[src/rtl/dual_debounce.sv]
// Two-channel switch conditioner: a two-flop synchroniser and a bounce
// filter per channel, with registered level outputs and one-cycle
// rise/fall pulses. The two channels share no state.
module dual_debounce #(
    parameter int STABLE_CYCLES = 16
) (
    input  logic clk,
    input  logic rst_n,
    input  logic raw_1,
    input  logic raw_2,
    output logic out_1,
    output logic out_2,
    output logic rise_1,
    output logic rise_2,
    output logic fall_1,
    output logic fall_2
);

    localparam int CNT_W = $clog2(STABLE_CYCLES + 1);
    localparam logic [CNT_W-1:0] CNT_LAST = CNT_W'(STABLE_CYCLES - 1);

    // Bit 0 is channel 1, bit 1 is channel 2.
    logic [1:0]            raw;
    logic [1:0]            s1_q;
    logic [1:0]            s2_q;
    logic [1:0]            out_q;
    logic [1:0]            out_d;
    logic [1:0]            rise_q;
    logic [1:0]            rise_d;
    logic [1:0]            fall_q;
    logic [1:0]            fall_d;
    logic [1:0][CNT_W-1:0] cnt_q;
    logic [1:0][CNT_W-1:0] cnt_d;

    assign raw = {raw_2, raw_1};

    // Filter: count consecutive cycles the synchronised level disagrees
    // with the output; follow it once the count reaches the threshold.
    always_comb begin
        out_d  = out_q;
        cnt_d  = cnt_q;
        rise_d = '0;
        fall_d = '0;
        for (int unsigned ch = 0; ch < 2; ch++) begin
            if (s2_q[ch] == out_q[ch]) begin
                cnt_d[ch] = '0;
            end else if (cnt_q[ch] == CNT_LAST) begin
                out_d[ch]  = s2_q[ch];
                cnt_d[ch]  = '0;
                rise_d[ch] = s2_q[ch];
                fall_d[ch] = ~s2_q[ch];
            end else begin
                cnt_d[ch] = cnt_q[ch] + CNT_W'(1);
            end
        end
    end

    // State registers: synchroniser, counters, levels and pulses.
    always_ff @(posedge clk) begin
        if (!rst_n) begin
            s1_q   <= '0;
            s2_q   <= '0;
            cnt_q  <= '0;
            out_q  <= '0;
            rise_q <= '0;
            fall_q <= '0;
        end else begin
            s1_q   <= raw;
            s2_q   <= s1_q;
            cnt_q  <= cnt_d;
            out_q  <= out_d;
            rise_q <= rise_d;
            fall_q <= fall_d;
        end
    end

    assign out_1  = out_q[0];
    assign out_2  = out_q[1];
    assign rise_1 = rise_q[0];
    assign rise_2 = rise_q[1];
    assign fall_1 = fall_q[0];
    assign fall_2 = fall_q[1];

endmodule

[config.mk]
export PLATFORM = sky130hd
export DESIGN_NAME = dual_debounce
export DESIGN_NICKNAME = d
export VERILOG_FILES = /design/src/rtl/dual_debounce.sv
export SDC_FILE = /design/constraint.sdc
export NUM_CORES = 1
export LEC_CHECK = 0
export ABC_AREA = 0
export CORE_MARGIN = 4
export CORE_UTILIZATION = 53
export DETAILED_ROUTE_END_ITERATION = 12
export PLACE_DENSITY = 0.76
export SLEW_MARGIN = 20
export SYNTH_ARGS = -nofsm -noshare
export SYNTH_HDL_FRONTEND = slang
export SYNTH_SLANG_ARGS = --single-unit
[constraint.sdc]
create_clock -name clk -period 3.85 [get_ports clk]
set_input_delay 0.385 -clock clk [delete_from_list [all_inputs] [get_ports clk]]
set_output_delay 0.385 -clock clk [all_outputs]
set_load 0.01 [all_outputs]
# Yosys cells after proc, flatten, opt, wreduce, memory -nomap -nowiden
# Index checks and enable logic that the tools add are counted.
# classes
n_mux	0
n_reduce_logical	6
div_mod_pow	0
shift	0
multipliers	0
eq_ne	4
bitwise	7
n_addsub	2
magnitude_cmp	0
# op_table
cell	count
OR reduction 3 bit	4
adder 5 x 1 -> 5 bit, second input constant	2
equality test 5 x 4 -> 1 bit, second input constant	2
NOT 1 bit	7
AND reduction 2 bit	2
equality test 1 bit	2
# totals
regBits	20
latchBits	0
word_cells	29
mem_count	0
romBits	0
ram_bits	0

# Logic depth before layout (Yosys ltp)
# depth
word_depth	3
ltp_mapped	5
ltp_nobuf	5

# Worst setup path before layout
# Ideal clock, no wire load.
# synth_path
path_kind	register to register
start	register cnt_q[5] (netlist name)
end	register cnt_q[7] (netlist name)
n_path_buf	0
arrival_time_ps	1225
path_stages_with_launch	6
path_slack_ps	2560
cell_sequence	dfxtp_1 > ha_1 > and3_1 > ha_1 > nand3b_2 > nor2_1
# synth_via
elab_chain_cells	2
elab_cells_between_ends	3
classes_between	add/sub: 1; eq/ne: 1; reduce/logical: 1
# synth_lines
element	line	rtl
start: declaration	32	logic [1:0][CNT_W-1:0] cnt_q;
start signal: assignment	70	cnt_q <= cnt_d;
branches (longest 2 deep; another with adder 5 x 1 -> 5 bit)	n/a	
# Parallel ways; which one is timed is not known.
# A chain may end at the register's enable or synchronous reset.

# Final worst setup path
# layout_path
start	register out_q[1]
end	output port out_2
# layout_rtl
element	line	rtl
start: declaration	26	logic [1:0] out_q;
start signal: assignment	71	out_q <= out_d;
end: declaration	12	output logic out_2,
# No word-level cell between the ends.

==> impl_metrics.csv <==
group,metric,value,unit
synthesis,synth_commonest_cells,"dfxtp_1, nor2_1",
clock_tree,cts.reportedPaths.clkPinSlew,110,ps
layout,drive_gt1_share,7.792,%
power_and_ir_drop,netSwitchingPower,62.77,uW
routing,antenna_left,0,
worst_hold_path,hold_class,"reg2reg",
synthesis,synth_fp_nets,73,
synthesis,synthesis.area,700.7,um2
synthesis,yosysMostFrequentCell,"dfxtp_1",
critical_path,worstSetupStartpointType,"flop",
critical_path,cp-end-kind,"output pin",
routing,drc,0,
critical_path,path_buf_inv,1,
layout,diodes,0,
floorplan,initial_core_util,59.83,%
clock_tree,cts_resized,0,
clock_tree,htreeDepth,1,
critical_path,cp_slowest_stage_delay,560,ps
floorplan,core_area,1171,um2
synthesis,synth_top_area_cell,"dfxtp_1",
synthesis,synthCells,65,
clock_tree,clk_path_buf_depth,2,
synthesis,synth_flop_cell,"dfxtp_1",
sta,tightest_slew,288.9,ps
synthesis,synth_cell_type_count,15,
clock_tree,ctsHoldBuffers,0,
synthesis,yosysSeqAreaShare,57.14,%
power_and_ir_drop,pwr-share-comb,2.5,%
critical_path,path_max_fanout,5,
critical_path,required,3460,ps
place,dp_cells,87,
power_and_ir_drop,p_int,272.1,uW
place,place.port_buffers,9,
sta,finalSetupViolCount,0,
clock_tree,cts_setup_buffers,0,
routing,first_iter_violations,2,
clock_tree,cts_buffers,3,
grt,grt_pass1_wl,1566,um
sta,finalHoldViolations,0,
critical_path,regToRegStartpoint,"cnt_q[5]",
clock_tree,cts_tree,"built",
power_and_ir_drop,powerDensity,398.8,nW/um2
grt,grtUsageTotal,10.98,%
floorplan,dieArea,1968,um2
clock_tree,clk_latency,290,ps
routing,first_pass_iters,2,
power_and_ir_drop,pwr-share-seq,63.0,%
power_and_ir_drop,p_leak,0.3251,nW
synthesis,yosys_warnings,0,
sta,hold_ws,447.2,ps
layout,nFillCells,90,
layout,area_delta_synth_final,19.82,%
routing,wl_per_cell,9.725,um
layout,final_nets,86,
place,dpl.hpwl,688.3,um
clock_tree,clock-sinks,20,
grt,grt_pass1_vias,404,
power_and_ir_drop,switching_share,18.75,%
place,place_congestion,0.6949,
worst_hold_path,hold_path.startpoint,"s1_q[0]",
synthesis,yosys_register_bits,20,
sta,rsz0062_at_grt,"false",
layout,fin_util,71.69,%
layout,fin_cells,91,
sta,slew-limit-headroom,80.68,%
routing,num_vias,422,
synthesis,synth_edf_count,0,
grt,grt_max_degree,12,
status,status,"finished clean",
grt,grt_overflow_total,0,
critical_path,reg2reg_slack,2450,ps
floorplan,die_h,44.36,um
sta,setup_tns,0,ps
critical_path,crit_path_top_delay_cell,"clkdlybuf4s50_1",
routing,avgViaCountPerCell,4.637,
power_and_ir_drop,power.share.clock,34.5,%
floorplan,chipWidth,44.36,um
routing,wl,885,um
critical_path,path_class,"reg2out",
critical_path,critical_path_arrival,1280,ps
clock_tree,root_buffer,"clkbuf_4",
synthesis,synth.avg_cell_area,10.78,um2
critical_path,cpLargestDelayFamily,"buffers and inverters",
sta,period_needed,1661,ps
critical_path,worstSetupStartpoint,"out_q[1]",
sta,clock_skew,9.290,ps
run,maxCapViolCount,0,
power_and_ir_drop,ir_drop,399.2,uV
floorplan,rows,12,
sta,fmax,0.6021,GHz
floorplan,io-pin-count,10,
power_and_ir_drop,power,334.8,uW
synthesis,synth_area_leaders,"dfxtp_1, ha_1, nor2_1, xor2_1, nor3b_1",
sta,report.final.slew_viol_count,0,
sta,period_share,43.14,%
grt,grt_antenna_before_repair,0,
critical_path,crit_chain,"clkdlybuf4s50_1",
synthesis,ys_async_sr_fraction,0,%
synthesis,synth_top_area_share,57.14,%
-- through the flow --
step | setup WS, ps | instance area, um2
5_1_grt | 2106 | 839.6
3_3_place_gp | 2403 | 803.3
6_report | 2189 | 839.6
3_5_place_dp | 2418 | 803.3
2_1_floorplan | 2560 | 700.7
4_1_cts | 2162 | 839.6
-- cells by family after synthesis --
group	Yosys count	share of synthesized area (%)
adders and majority gates	4	7.143
DFF	20	57.14
buffers and inverters	5	2.856
muxes	2	2.857
and+or+nand+nor	28	22.50
xor gates and xnor gates	6	7.500
-- cell usage in the layout, fill, tap and decap left out, drive strengths merged --
cell           Yosys  routed
dfxtp             20      20
nor2              10      10
clkdlybuf4s50      0       9
inv                4       4
and2               4       4
nor3b              4       4
xor2               4       4
ha                 4       4
clkbuf             1       4
and3               2       2
mux2i              2       2
nor2b              2       2
nand2              2       2
nand3b             2       2
nand3              2       2
xnor2              2       2
-- path summary, 6_finish.rpt --
path         cells after the start  endpoint
max                              1     out_2
min reg2reg                      1   s2_q[0]
max reg2reg                      5  cnt_q[8]
min                              1   s2_q[0]
-- metal layers --
layer / share of wire [%] / track usage, % / vias to the layer above
met1: 46 / 12.94 / 184
li1: - / - / 229
met5: 0 / 0 / -
met4: 0 / 1.807 / 0
met2: 47 / 16.86 / 9
met3: 6.1 / 7.317 / 0
-- power by group through the flow --
stage | logic, mW | clock network [mW] | registers (mW)
finish | 0.00835 | 0.116 | 0.211
CTS | 0.00857 | 0.121 | 0.211
global route | 0.00945 | 0.131 | 0.211
global placement | 0.00837 | 0 | 0.216
detailed placement | 0.00853 | 0 | 0.216
floorplan | 0.00516 | 0 | 0.215
-- registers in the layout (all words and copies together) (netlist names) --
| name | cells |
|---|---|
| cnt_q | 10 |
| s1_q | 2 |
| s2_q | 2 |
| rise_q | 2 |
| out_q | 2 |
| fall_q | 2 |
-- layout make-up --
type                            count  area, um2  area share [%]
Timing Repair Buffer                9      90.09           10.73
Clock buffer                        4      36.28           4.322
Inverter                            4      15.01           1.788
Tap cell                           14      17.52           2.086
Multi-Input combinational cell     40      280.3           33.38
Sequential cell                    20      400.4           47.69
Note: power is estimated with default switching activity, not from simulation.
